`src/rtl/fp_add_sched.sv`:
```
// rtl/fp_add_sched.sv - round-robin scheduler sharing one multi-cycle FP adder among N_REQ requesters
module fp_add_sched #(
    parameter int N_REQ   = 4,
    parameter int ID_W    = 2,
    parameter int TIMEOUT = 64
) (
    input  logic                  s00_axi_aclk,
    input  logic                  s00_axi_areset,
    input  logic [N_REQ-1:0]      req_valid,
    input  logic [32*N_REQ-1:0]   req_a,
    input  logic [32*N_REQ-1:0]   req_b,
    output logic [N_REQ-1:0]      req_ready,
    output logic                  add_start,
    output logic [31:0]           add_a,
    output logic [31:0]           add_b,
    input  logic                  add_done,
    input  logic [31:0]           add_result,
    output logic                  rsp_valid,
    output logic [ID_W-1:0]       rsp_id,
    output logic [31:0]           rsp_data,
    output logic                  rsp_err,
    input  logic                  rsp_ready
);

    localparam int WD_W = $clog2(TIMEOUT);
    localparam logic [31:0] QNAN = 32'h7FC00000;

    typedef enum logic [1:0] {S_IDLE, S_ISSUE, S_WAIT, S_RESP} state_t;

    state_t            state;
    state_t            state_nxt;
    logic [ID_W-1:0]   ptr;
    logic [ID_W-1:0]   gnt_id;
    logic [WD_W-1:0]   wd_cnt;
    logic              wd_expired;
    logic              gnt_any;
    logic [ID_W-1:0]   gnt_idx;
    logic [ID_W-1:0]   cand;
    logic [31:0]       gnt_a;
    logic [31:0]       gnt_b;

    assign wd_expired = (wd_cnt == WD_W'(TIMEOUT - 1));
    assign rsp_id     = gnt_id;

    // Scan from ptr upward; iterating in reverse lets the closest index to ptr win.
    always_comb begin
        gnt_any = 1'b0;
        gnt_idx = '0;
        cand    = '0;
        for (int k = N_REQ - 1; k >= 0; k--) begin
            cand = ID_W'((int'(ptr) + k) % N_REQ);
            if (req_valid[cand]) begin
                gnt_any = 1'b1;
                gnt_idx = cand;
            end
        end
    end

    always_comb begin
        gnt_a = '0;
        gnt_b = '0;
        for (int k = 0; k < N_REQ; k++) begin
            if (gnt_idx == ID_W'(k)) begin
                gnt_a = req_a[32*k +: 32];
                gnt_b = req_b[32*k +: 32];
            end
        end
    end

    always_ff @(posedge s00_axi_aclk) begin
        if (s00_axi_areset) begin
            state <= S_IDLE;
        end else begin
            state <= state_nxt;
        end
    end

    always_comb begin
        state_nxt = state;
        case (state)
            S_IDLE:  if (gnt_any) state_nxt = S_ISSUE;
            S_ISSUE: state_nxt = S_WAIT;
            S_WAIT:  if (add_done || wd_expired) state_nxt = S_RESP;
            S_RESP:  if (rsp_ready) state_nxt = S_IDLE;
            default: state_nxt = S_IDLE;
        endcase
    end

    always_comb begin
        req_ready = '0;
        if (state == S_IDLE && gnt_any) begin
            req_ready[gnt_idx] = 1'b1;
        end
        add_start = (state == S_ISSUE);
        rsp_valid = (state == S_RESP);
    end

    // Operands are captured once at grant and never re-sampled while the adder works.
    always_ff @(posedge s00_axi_aclk) begin
        if (s00_axi_areset) begin
            ptr      <= '0;
            gnt_id   <= '0;
            add_a    <= '0;
            add_b    <= '0;
            rsp_data <= '0;
            rsp_err  <= 1'b0;
            wd_cnt   <= '0;
        end else begin
            case (state)
                S_IDLE: begin
                    if (gnt_any) begin
                        gnt_id <= gnt_idx;
                        add_a  <= gnt_a;
                        add_b  <= gnt_b;
                    end
                end
                S_ISSUE: begin
                    wd_cnt <= '0;
                end
                S_WAIT: begin
                    wd_cnt <= wd_cnt + 1'b1;
                    if (add_done) begin
                        rsp_data <= add_result;
                        rsp_err  <= 1'b0;
                    end else if (wd_expired) begin
                        rsp_data <= QNAN;
                        rsp_err  <= 1'b1;
                    end
                end
                S_RESP: begin
                    if (rsp_ready) begin
                        ptr <= (gnt_id == ID_W'(N_REQ - 1)) ? '0 : gnt_id + 1'b1;
                    end
                end
                default: ;
            endcase
        end
    end

endmodule

```
`config.mk`:
```
export PLATFORM = sky130hd
export DESIGN_NAME = fp_add_sched
export DESIGN_NICKNAME = d
export VERILOG_FILES = /design/src/rtl/fp_add_sched.sv
export SDC_FILE = /design/constraint.sdc
export NUM_CORES = 1
export LEC_CHECK = 0
export CAP_MARGIN = 20
export CELL_PAD_IN_SITES_DETAIL_PLACEMENT = 2
export CELL_PAD_IN_SITES_GLOBAL_PLACEMENT = 2
export CORE_ASPECT_RATIO = 1.25
export CORE_MARGIN = 4
export CORE_UTILIZATION = 19
export DETAILED_ROUTE_END_ITERATION = 8
export PLACE_DENSITY = 0.78
export RECOVER_POWER = 25
export SLEW_MARGIN = 0
export SYNTH_ARGS = -nofsm -noshare
export SYNTH_HDL_FRONTEND = slang
export SYNTH_SLANG_ARGS = --single-unit
```
`constraint.sdc`:
```
create_clock -name s00_axi_aclk -period 2.8 [get_ports s00_axi_aclk]
set_clock_uncertainty 0.2 [all_clocks]
set_input_delay 0.28 -clock s00_axi_aclk [delete_from_list [all_inputs] [get_ports s00_axi_aclk]]
set_output_delay 0.28 -clock s00_axi_aclk [all_outputs]
set_load 0.01 [all_outputs]
```
==> impl_metrics.json <==
{
  "cp-start-kind": "input port",
  "design_power_total_mw": 6.982,
  "power_leakage_nw": 4.120,
  "yosys.area.top_type": "dfxtp_1",
  "final-instance-count-excl-fill": 1462,
  "hpwl_mm": 25.11,
  "slew_violations": 0,
  "required_ns": 2.32,
  "antenna_found_initial": 0,
  "netlist_top_cells_area": "dfxtp_1 (37%), a221o_1 (9.4%), mux2_2 (8.1%), a21oi_1 (5.1%), nand3_1 (4.7%)",
  "ios": 401,
  "worstPathArrival_ns": 2.07,
  "drive_gt1_share_pct": 12.63,
  "yosys.area.top_type_share_pct": 37.33,
  "fin_setup_tns_ns": 0,
  "clkLatencyLatePin_ns": 0.37,
  "wl_met1_mm": 12.24,
  "end_kind": "output port",
  "multi_input_area_um2": 3400,
  "fillers": 3366,
  "via_per_inst": 4.869,
  "wl_met3_mm": 2.973,
  "vdd_drop_max_mv": 0.3161,
  "crit_slowest_cell": "clkdlybuf4s50_1",
  "cts-buffers-inserted": 9,
  "hold_buffers": 0,
  "clk_pin_slew_ns": 0.09,
  "ctsLongestPathBuffers": 2,
  "synth_cells": 659,
  "wl_met2_mm": 16.50,
  "grt_pass1_vias": 7963,
  "port-buffer-count": 400,
  "setup_viol": 0,
  "area_growth_pct": 86.84,
  "syn_area_um2": 5846,
  "hold_class": "in -> reg",
  "overflow": 0,
  "drc": 0,
  "synth_ff_type": "dfxtp_1",
  "crit_family": "buffers and inverters",
  "wl_per_cell_um": 22.42,
  "max_stage_delay_ns": 0.56,
  "crit_fanout": 5,
  "h-tree-depth": 3,
  "pwr_density_cell_nw_per_um2": 639.2,
  "drt-pass1-iter-count": 4,
  "diodes": 0,
  "post-cts-setup-buffer-count": 0,
  "rows": 71,
  "layout_min_cycle_time_ns": 2.550,
  "tightest_slew_ns": 0.4810,
  "cts_tree": "yes",
  "dp.cells": 1446,
  "slew_headroom_pct": 67.59,
  "synth_nets": 962,
  "min_period_over_period_pct": 91.08,
  "hold_viol": 0,
  "async_reset_ff_share_pct": 0,
  "gp_congestion": 0.7503,
  "rsz0062_at_grt": "false",
  "drt_iter0_drc": 211,
  "synth-edff-count": 0,
  "vias": 7118,
  "ys_ff_latch": 109,
  "fp.dieH_um": 204.1,
  "ys_seq_area_share_pct": 37.33,
  "grt_pass1_wl_mm": 48.53,
  "path_cells": "clkdlybuf4s50_1 -> nor2b_2 -> a211oi_2 -> or2_1 -> nor3b_1 -> dlygate4sd2_1",
  "top_layer_used": "met4",
  "outcome": "finished, final reports clean",
  "layout_commonest_cell": "clkdlybuf4s50_1",
  "die_x_um": 164.9,
  "synth_cell_type_count": 47,
  "die_area_um2": 33650,
  "final_nets": 1359,
  "grt_usage_pct": 18.69,
  "grt_max_degree": 37,
  "drv_cap": 0,
  "crit_buf_inv": 2,
  "clockRootBuffer": "clkbuf_16",
  "mostFrequentLayoutCells": "clkdlybuf4s50_1 (350), dfxtp_1 (109), a21oi_1 (59)",
  "synth_warnings": 0,
  "ff_latch_area_um2": 2182,
  "fmax_mhz": 392.1,
  "cts_sinks": 109,
  "avgSynthCellArea_um2": 8.870,
  "initial_core_util_pct": 19.35,
  "core_area_um2": 30200,
  "routed_wl_mm": 32.78,
  "antenna_left": 0,
  "crit_type": "in -> out"
}
## through the flow
stage / hold WS [ns] / util, % / instance area, um2 / worst slack, ns
after floorplan: 0.2401 / - / 5846 / 0.5157
after global placement: 0.2687 / 35.08 / 10600 / 0.01925
after detailed placement: 0.2741 / 35.08 / 10600 / -0.05517
after CTS: 0.2304 / 36.15 / 10920 / 0.01673
after global routing: 0.2681 / 36.16 / 10920 / 0.08276
final: 0.2432 / 36.16 / 10920 / 0.2498
## path summary, 6_finish.rpt
check,depth (start not counted),startpoint,slack [ns],end
setup / recovery,6,req_valid[1],0.25,req_ready[0]
hold / removal,3,s00_axi_areset,0.24,add_b[8]
setup reg to reg,6,ptr[0],0.33,add_a[0]
hold reg to reg,1,add_a[23],0.29,add_a[23]
## flip-flops by register name, indices dropped and copies added, names as in the netlist
| signal | flops |
|---|---|
| ptr | 2 |
| state | 2 |
| wd_cnt | 6 |
| rsp_err | 1 |
| rsp_data | 32 |
| add_b | 32 |
| add_a | 32 |
| rsp_id | 2 |
## report_power, final
group / total [mW] / leakage, nW / switching (mW) / internal, mW
logic: 3.30 / 3.07 / 1.52 / 1.78
registers: 2.24 / 0.893 / 0.259 / 1.98
clock network: 1.45 / 0.155 / 0.729 / 0.721
## metal layers
layer,GRT usage [%],vias to the layer above
met4,6.984,0
li1,-,3297
met1,20.27,3479
met3,6.012,51
met5,0,-
met2,33.60,291
## worst reg2reg max path, delay by kind of cell, from the launching register on
| kind | cells | cell delay, ns |
|---|---|---|
| buffers and inverters | 1 | 0.21 |
| AND/OR/NAND/NOR | 3 | 0.77 |
| multiplexers | 1 | 0.41 |
| flip-flops | 1 | 0.44 |
| AO/OA/AOI/OAI | 1 | 0.32 |
## area by class of cell
class	instances	share of cell area (%)
inverters	4	0.1375
multi-input cells	481	31.13
clock inverters	7	0.8478
repair buffers	451	41.25
clock buffers	9	2.062
flip-flops and latches	109	19.98
well taps	401	4.594
## cells by family (layout without fill, tap and decap cells)
| family | count (synthesis) | in the layout | synth area share (%) |
|---|---|---|---|
| AND/OR/NAND/NOR | 190 | 190 | 17.62 |
| XOR/XNOR | 4 | 4 | 0.5994 |
| flip-flops | 109 | 109 | 37.33 |
| adder cells (fa/ha/maj) | 7 | 7 | 1.498 |
| AO/OA/AOI/OAI | 224 | 224 | 26.90 |
| buffers and inverters | 69 | 471 | 5.308 |
| multiplexers | 56 | 56 | 10.74 |
## cells in the mapped netlist, types with 2 or more instances
cell / n
a211oi_1: 11
a211oi_2: 2
a21oi_1: 59
a221o_1: 55
a22oi_1: 23
and3_1: 11
buf_1: 7
buf_2: 11
buf_6: 3
clkbuf_1: 42
dfxtp_1: 109
ha_1: 7
inv_1: 4
mux2_1: 12
mux2_2: 42
mux2i_1: 2
nand2_1: 7
nand2b_1: 11
nand3_1: 55
nand4_1: 2
nor2_1: 55
nor2b_1: 4
nor3_1: 24
nor4_2: 11
o21ai_0: 55
o21ai_1: 3
o41ai_1: 10
xor2_1: 3
## what timing repair did
item,in CTS,in global routing
cloned,0,0
endpoints found under the setup margin,4,1
resized for setup,5,2
pin swaps,0,0
Power figures use the tool's default switching activity.
